## config.mk

```make
export PLATFORM = sky130hd
export DESIGN_NAME = jtopl_slot_cnt
export DESIGN_NICKNAME = d
export VERILOG_FILES = /design/src/rtl/jtopl_slot_cnt.sv
export SDC_FILE = /design/constraint.sdc
export NUM_CORES = 1
export LEC_CHECK = 0
export BUFFER_PORTS_ARGS = -buffer_cell sky130_fd_sc_hd__buf_2
export CAP_MARGIN = 20
export CORE_ASPECT_RATIO = 0.9
export CORE_UTILIZATION = 53
export CTS_CLUSTER_DIAMETER = 100
export DETAILED_ROUTE_END_ITERATION = 8
export MAX_ROUTING_LAYER = met4
export PLACE_DENSITY = 0.78
export SKIP_LAST_GASP = 1
export SYNTH_ARGS = -nofsm -noshare
export SYNTH_HDL_FRONTEND = slang
export SYNTH_SLANG_ARGS = --single-unit
```

## constraint.sdc

```tcl
create_clock -name clk -period 3.88 [get_ports clk]
set_input_delay 0.388 -clock clk [delete_from_list [all_inputs] [get_ports clk]]
set_output_delay 0.388 -clock clk [all_outputs]
set_load 0.01 [all_outputs]
```

## src/rtl/jtopl_slot_cnt.sv

```systemverilog
// jtopl_slot_cnt: OPL operator slot sequencer (18 slots = 3 groups x 6 subslots).
// Define JTOPL_SLOT_CHK_EN to add a redundant one-hot ring that flags counter corruption on err.
module jtopl_slot_cnt #(
  parameter int ZERO_SLOT = 0
) (
  input  logic       rst,
  input  logic       clk,
  input  logic       cenop,
  output logic [4:0] slot,
  output logic [2:0] subslot,
  output logic [1:0] group,
  output logic       op,
  output logic [3:0] chan,
  output logic       zero,
  output logic       smp,
  output logic       err
);
  logic [4:0] slot_q, slot_d;
  logic [2:0] subslot_q, subslot_d, mod3_d;
  logic [1:0] group_q, group_d;
  logic       op_q, op_d, zero_q, zero_d, smp_q;
  logic [3:0] chan_q, chan_d;
  // Next-state derives from group/subslot only, so every registered output lands with the new slot.
  always_comb begin
    subslot_d = subslot_q >= 3'd5 ? 3'd0 : subslot_q + 3'd1;
    group_d   = subslot_q >= 3'd5 ? (group_q >= 2'd2 ? 2'd0 : group_q + 2'd1) : group_q;
    mod3_d    = subslot_d >= 3'd3 ? subslot_d - 3'd3 : subslot_d;
    slot_d    = 5'(group_d) * 5'd6 + 5'(subslot_d);
    op_d      = subslot_d >= 3'd3;
    chan_d    = 4'(group_d) * 4'd3 + 4'(mod3_d);
    zero_d    = slot_d == 5'(ZERO_SLOT);
  end
  always_ff @(posedge clk) begin
    if (rst) begin
      slot_q    <= 5'd0;
      subslot_q <= 3'd0;
      group_q   <= 2'd0;
      op_q      <= 1'b0;
      chan_q    <= 4'd0;
      zero_q    <= ZERO_SLOT == 0;
      smp_q     <= 1'b0;
    end else begin
      smp_q <= cenop && slot_q == 5'd17;
      if (cenop) begin
        slot_q    <= slot_d;
        subslot_q <= subslot_d;
        group_q   <= group_d;
        op_q      <= op_d;
        chan_q    <= chan_d;
        zero_q    <= zero_d;
      end
    end
  end
`ifdef JTOPL_SLOT_CHK_EN
  logic [17:0] ring_q;
  logic        err_q, err_d;
  always_comb err_d = err_q | (ring_q != (18'd1 << slot_q)) |
                      (slot_q != 5'(group_q) * 5'd6 + 5'(subslot_q));
  always_ff @(posedge clk) begin
    if (rst) begin
      ring_q <= 18'd1;
      err_q  <= 1'b0;
    end else begin
      err_q <= err_d;
      if (cenop) ring_q <= {ring_q[16:0], ring_q[17]};
    end
  end
  assign err = err_q;
`else
  assign err = 1'b0;
`endif
  assign slot    = slot_q;
  assign subslot = subslot_q;
  assign group   = group_q;
  assign op      = op_q;
  assign chan    = chan_q;
  assign zero    = zero_q;
  assign smp     = smp_q;
endmodule

```

==> results.json, run 1 <==
{
  "gp_congestion": 0.788,
  "setup_violations": 0,
  "grt_antenna_before_repair": 0,
  "regToRegStartpoint": "slot[0]$_SDFFE_PP0P_",
  "synth_edf_count": 0,
  "cellLeakagePower_nw": 0.545,
  "grt_setup_unrepaired": "false",
  "grt_pass1_vias": 726,
  "fin_area_um2": 1140,
  "ff_latch_area_um2": 320,
  "clk_pin_slew_ps": 90,
  "clk_path_buf_depth": 2,
  "grt_use_total_pct": 23.0,
  "place_hpwl_um": 1480,
  "powerDensity_nw_per_um2": 309,
  "hold_ws_ps": 447,
  "postCtsSetupBuffers": 0,
  "numCtsBuffers": 3,
  "final_antenna_net_count": 0,
  "min_period_over_period_pct": 90.2,
  "status": "complete, no violations",
  "drive_gt1_share_pct": 22.7,
  "crit_top_cell": "ha_1",
  "path_cells": "ha_1 -> o21ai_1 -> and2_1 -> ha_1 -> ha_1 -> o32a_1 -> fa_1 -> ha_1 -> fa_1 -> xnor2_1 -> a211oi_1",
  "maxSlewHeadroom_pct": 51.9,
  "dr.pass1.iters": 4,
  "port_buffers": 19,
  "cts_tree": "yes",
  "rows": 14,
  "worstMarginPinSlew_ps": 714,
  "vias_per_cell": 5.59,
  "netlist_area_um2": 1010,
  "min_period_ps": 3500,
  "yosysTopAreaCell": "dfxtp_1",
  "grt_pass1_wl_um": 3260,
  "fin_setup_tns_ps": 0,
  "most-common-layout-cells": "buf_2, dfxtp_1, ha_1, nor2_1",
  "crit_cells": 11,
  "worstPathRequired_ps": 4090,
  "drc_errors": 0,
  "holdPathStages": 1,
  "r2r_slack_ps": 380,
  "skew_ps": 1.27,
  "critPathSlowestCell": "dfxtp_1",
  "cts_resized": 0,
  "timing.rr.end": "chan[3]$_SDFFE_PP0P_",
  "synth_top_area_share_pct": 31.6,
  "nFillCells": 159,
  "wl_per_cell_um": 13.1,
  "critPathCapture": "chan[3]$_SDFFE_PP0P_",
  "root_buffer": "clkbuf_4",
  "cp.arrival_ps": 3710,
  "nets": 148,
  "drv_slew": 0,
  "finalWorstSetupSlack_ps": 382,
  "finalHoldViolations": 0,
  "cts_num_sinks": 16,
  "yosys_register_bits": 16,
  "initial_core_util_pct": 58.5,
  "gr-total-overflow": 0,
  "drt_iter0_drc": 19,
  "cp-startpoint": "slot[0]$_SDFFE_PP0P_",
  "syn_inst": 111,
  "grt_max_degree": 20,
  "yosysWarningCount": 0,
  "synthTopCellsByArea": "dfxtp_1, ha_1, fa_1, mux2i_1, nor2_1",
  "die_h_um": 43.5,
  "synth_nets": 129,
  "fmax_mhz": 286,
  "critPathLaunchType": "flip-flop",
  "path_class": "reg2reg",
  "dp_slack_ps": 376,
  "dpl-instance-area_um2": 1120,
  "syn2layout_area_growth_pct": 12.2,
  "antenna_cells": 0,
  "hold_class": "reg2reg",
  "wl_um": 1990,
  "die_area_um2": 2090,
  "async_flop_share_pct": 0,
  "end_kind": "flip-flop",
  "synth_sequential_area_ratio_pct": 31.6,
  "core_um2": 1730,
  "yosys.cell_types.count": 38,
  "cts_hold_buf": 0,
  "worst-path-buf-inv": 0,
  "h-tree-depth": 1,
  "vdd_drop_max_v": 0.000197,
  "multi_input_area_um2": 637,
  "cpPeakStageDelay_ps": 560,
  "path_delay_family": "adder cells",
  "layout_commonest_cell": "buf_2",
  "io_pins": 21,
  "reg2reg_depth": 11,
  "drv_cap": 0,
  "die_x_um": 48.1,
  "synth.avg_cell_area_um2": 9.14,
  "clock_latency_ps": 290,
  "synth_ff_type": "dfxtp_1",
  "num_vias": 849,
  "critPathMaxFanout": 10
}
-- report_power, final --
group	leakage [nW]	internal, W	switching (W)
Sequential	0.131	0.000174	0.00000810
Clock	0.0138	0.0000361	0.0000542
Combinational	0.400	0.0000353	0.0000444
Total	0.545	0.000245	0.000107
-- Yosys cell counts, types with 3 or more instances --
library cell	count
dfxtp_1	16
ha_1	12
nor2_1	10
a21oi_1	7
nand2_1	7
mux2i_1	6
inv_1	5
o21ai_0	4
clkbuf_1	3
fa_1	3
nor3_1	3
-- per-layer routing --
metal / GRT usage (%) / wire [µm]
met2: 34.1 / 938
met1: 32.1 / 967
met4: 5.00 / 19
met3: 5.00 / 60
met5: - / 0
-- state kept, by name, summed over array words and instances (netlist names) --
| register | count |
|---|---|
| subslot | 2 |
| chan | 4 |
| smp | 1 |
| slot | 5 |
| group | 2 |
| op | 1 |
| zero | 1 |
-- how the worst min path moves through the flow --
stage	slack, ps	end	startpoint
2_1_floorplan	480	smp$_SDFF_PP0_	slot[4]$_SDFFE_PP0P_
3_3_place_gp	430	smp$_SDFF_PP0_	slot[1]$_SDFFE_PP0P_
3_5_place_dp	430	smp$_SDFF_PP0_	slot[1]$_SDFFE_PP0P_
4_1_cts	450	smp$_SDFF_PP0_	slot[1]$_SDFFE_PP0P_
5_1_grt	470	chan[1]$_SDFFE_PP0P_	rst
6_report	450	smp$_SDFF_PP0_	slot[1]$_SDFFE_PP0P_
-- cell type report --
class,count,share of cell area [%]
Multi-Input combinational cell,82,55.9
Sequential cell,16,28.1
Timing Repair Buffer,20,9.01
Tap cell,24,2.64
Inverter,7,2.31
Clock buffer,3,1.98
-- stage by stage --
step                      utilization [%]  std cells  power (W)
after global routing                 65.7        152   0.000369
after CTS                            65.7        152   0.000354
after global placement               64.4        149   0.000262
after floorplan                         -        111   0.000245
after detailed placement             64.4        149   0.000265
final                                65.7        152   0.000352
-- cell families (layout without fill, tap and decap cells) --
| family | count (synthesis) | count (layout) | synth area share [%] |
|---|---|---|---|
| simple gates | 33 | 33 | 16.6 |
| mux | 6 | 6 | 5.92 |
| xor+xnor | 2 | 2 | 1.73 |
| buf+inv | 13 | 30 | 5.67 |
| other cells | 1 | 1 | 0.370 |
| compound gates | 25 | 25 | 17.4 |
| fa+ha+maj | 15 | 15 | 20.7 |
| flops | 16 | 16 | 31.6 |
No activity file was read; power rests on OpenSTA's default activity.
==> run 2, diff against run 1 <==
--- a/config.mk
+++ b/config.mk
@@ -8,11 +8,11 @@
 export BUFFER_PORTS_ARGS = -buffer_cell sky130_fd_sc_hd__buf_2
 export CAP_MARGIN = 20
 export CORE_ASPECT_RATIO = 0.9
-export CORE_UTILIZATION = 53
+export CORE_UTILIZATION = 40
 export CTS_CLUSTER_DIAMETER = 100
 export DETAILED_ROUTE_END_ITERATION = 8
 export MAX_ROUTING_LAYER = met4
-export PLACE_DENSITY = 0.78
+export REMOVE_ABC_BUFFERS = 1
 export SKIP_LAST_GASP = 1
 export SYNTH_ARGS = -nofsm -noshare
 export SYNTH_HDL_FRONTEND = slang
==> run 2 against run 1 <==
Critical path depth did not move; sequential power barely moved; count of clock-buffer cells in the layout did not move; sequential share of layout area fell by 0.28 points; non-clock buffer count rose by 1; critical path type unchanged; critical endpoint unchanged.
==> results.json, run 2 (synthesis gave the netlist of run 1 again) <==
{
  "status": "complete, no violations",
  "reg2reg_depth": 11,
  "gp_congestion": 0.743,
  "cts_hold_buf": 0,
  "p_clk_share_pct": 25.2,
  "numCtsBuffers": 3,
  "seq_power_share_pct": 51.9,
  "die_x_um": 55.1,
  "nets": 149,
  "layout_commonest_cell": "buf_2",
  "critPathMaxFanout": 10,
  "path_delay_family": "adder cells",
  "timing.rr.end": "chan[3]$_SDFFE_PP0P_",
  "core_um2": 2280,
  "postCtsSetupBuffers": 0,
  "clock_latency_ps": 290,
  "cts_tree": "yes",
  "worstPathRequired_ps": 4090,
  "fmax_mhz": 286,
  "cts_num_sinks": 16,
  "io_pins": 21,
  "grt_setup_unrepaired": "false",
  "min_period_ps": 3500,
  "drc_errors": 0,
  "grt_use_total_pct": 18.2,
  "cts_resized": 0,
  "worstMarginPinSlew_ps": 659,
  "worst-path-buf-inv": 0,
  "path_class": "reg2reg",
  "crit_top_cell": "ha_1",
  "most-common-layout-cells": "buf_2, dfxtp_1, ha_1, nor2_1",
  "maxSlewHeadroom_pct": 55.6,
  "h-tree-depth": 1,
  "wl_per_cell_um": 12.5,
  "gr-total-overflow": 0,
  "cpPeakStageDelay_ps": 560,
  "hold_class": "in2reg",
  "root_buffer": "clkbuf_4",
  "die_area_um2": 2740,
  "grt_max_degree": 20,
  "critPathSlowestCell": "dfxtp_1",
  "crit_cells": 11,
  "critPathCapture": "chan[3]$_SDFFE_PP0P_",
  "syn2layout_area_growth_pct": 13.3,
  "dr.pass1.iters": 4,
  "cellLeakagePower_nw": 0.551,
  "place_hpwl_um": 1510,
  "combinationalPowerShare_pct": 22.9,
  "antenna_cells": 0,
  "switching_share_pct": 29.8,
  "r2r_slack_ps": 380,
  "die_h_um": 49.8,
  "largest_register_ffs": 5,
  "clk_pin_slew_ps": 90,
  "fin_setup_tns_ps": 0,
  "finalHoldViolations": 0,
  "p_switching_w": 0.000104,
  "rows": 16,
  "skew_ps": 2.43,
  "drv_slew": 0,
  "drv_cap": 0,
  "num_vias": 823,
  "regToRegStartpoint": "slot[0]$_SDFFE_PP0P_",
  "grt_pass1_wl_um": 3420,
  "end_kind": "flip-flop",
  "cp-startpoint": "slot[0]$_SDFFE_PP0P_",
  "grt_antenna_before_repair": 0,
  "setup_violations": 0,
  "fin_util_pct": 50.4,
  "wl_um": 1960,
  "cp.arrival_ps": 3710,
  "p_int_w": 0.000245,
  "port_buffers": 19,
  "critPathLaunchType": "flip-flop",
  "powerDensity_nw_per_um2": 304,
  "final_antenna_net_count": 0,
  "vdd_drop_max_v": 0.000258,
  "clk_path_buf_depth": 2,
  "path_cells": "ha_1 -> o21ai_1 -> and2_1 -> ha_1 -> ha_1 -> o32a_1 -> fa_1 -> ha_1 -> fa_1 -> xnor2_1 -> a211oi_1",
  "drive_gt1_share_pct": 23.3,
  "initial_core_util_pct": 44.5,
  "grt_pass1_vias": 784,
  "min_period_over_period_pct": 90.2,
  "drt_iter0_drc": 9,
  "vias_per_cell": 5.28
}
==> run 2: cell count changes in the layout (fill, tap and decap cells not counted), sizes merged <==
cell	previous run	this run
buf	20	21
==> run 2: worst register-to-register path, delay by kind of cell (launching register included) <==
kind / cells / cell delay (ps)
flops: 1 / 560
xor+xnor: 1 / 130
fa+ha+maj: 6 / 1800
compound gates: 3 / 730
simple gates: 1 / 210
==> run 2: area by class of cell <==
type	count	area [µm²]
fillers	231	1130
repair buffers	21	110
multi-input cells	82	637
flip-flops and latches	16	320
clock buffers	3	22.5
inverters	7	26.3
well taps	27	33.8
==> run 2: per-layer routing <==
layer / vias up / global-route usage, % / wire (µm)
li1: 425 / - / -
met2: 20 / 25.5 / 835
met3: 5 / 6.48 / 86
met4: 0 / 6.25 / 36
met1: 373 / 23.8 / 998
met5: - / - / 0
==> run 2: worst min-delay path by stage <==
| stage | startpoint | depth (start not counted) | end | slack [ps] |
|---|---|---|---|---|
| 3_3_place_gp | slot[1]$_SDFFE_PP0P_ | 1 | smp$_SDFF_PP0_ | 420 |
| 6_report | rst | 2 | slot[3]$_SDFFE_PP0P_ | 450 |
| 5_1_grt | rst | 2 | chan[0]$_SDFFE_PP0P_ | 450 |
| 2_1_floorplan | rst | 1 | group[0]$_SDFFE_PP0P_ | 460 |
| 4_1_cts | rst | 2 | slot[3]$_SDFFE_PP0P_ | 440 |
| 3_5_place_dp | slot[1]$_SDFFE_PP0P_ | 1 | smp$_SDFF_PP0_ | 450 |
==> run 2: per-stage QoR <==
step                      hold slack, ps  cells  power [W]  setup slack [ps]  area, µm²
after floorplan                      457    105   0.000238               491        983
after global placement               422    153   0.000264               477       1130
after detailed placement             449    153   0.000266               408       1130
after CTS                            441    156   0.000356               365       1150
after global routing                 448    156   0.000377               171       1150
final                                453    156   0.000349               379       1150
==> run 2: power by group through the flow <==
stage | Combinational, W | Clock [W] | Sequential [W]
after floorplan | 0.0000482 | 0 | 0.000190
after global placement | 0.0000794 | 0 | 0.000185
after detailed placement | 0.0000804 | 0 | 0.000185
after CTS | 0.0000811 | 0.0000937 | 0.000182
after global routing | 0.0000924 | 0.000101 | 0.000183
final | 0.0000799 | 0.0000881 | 0.000181
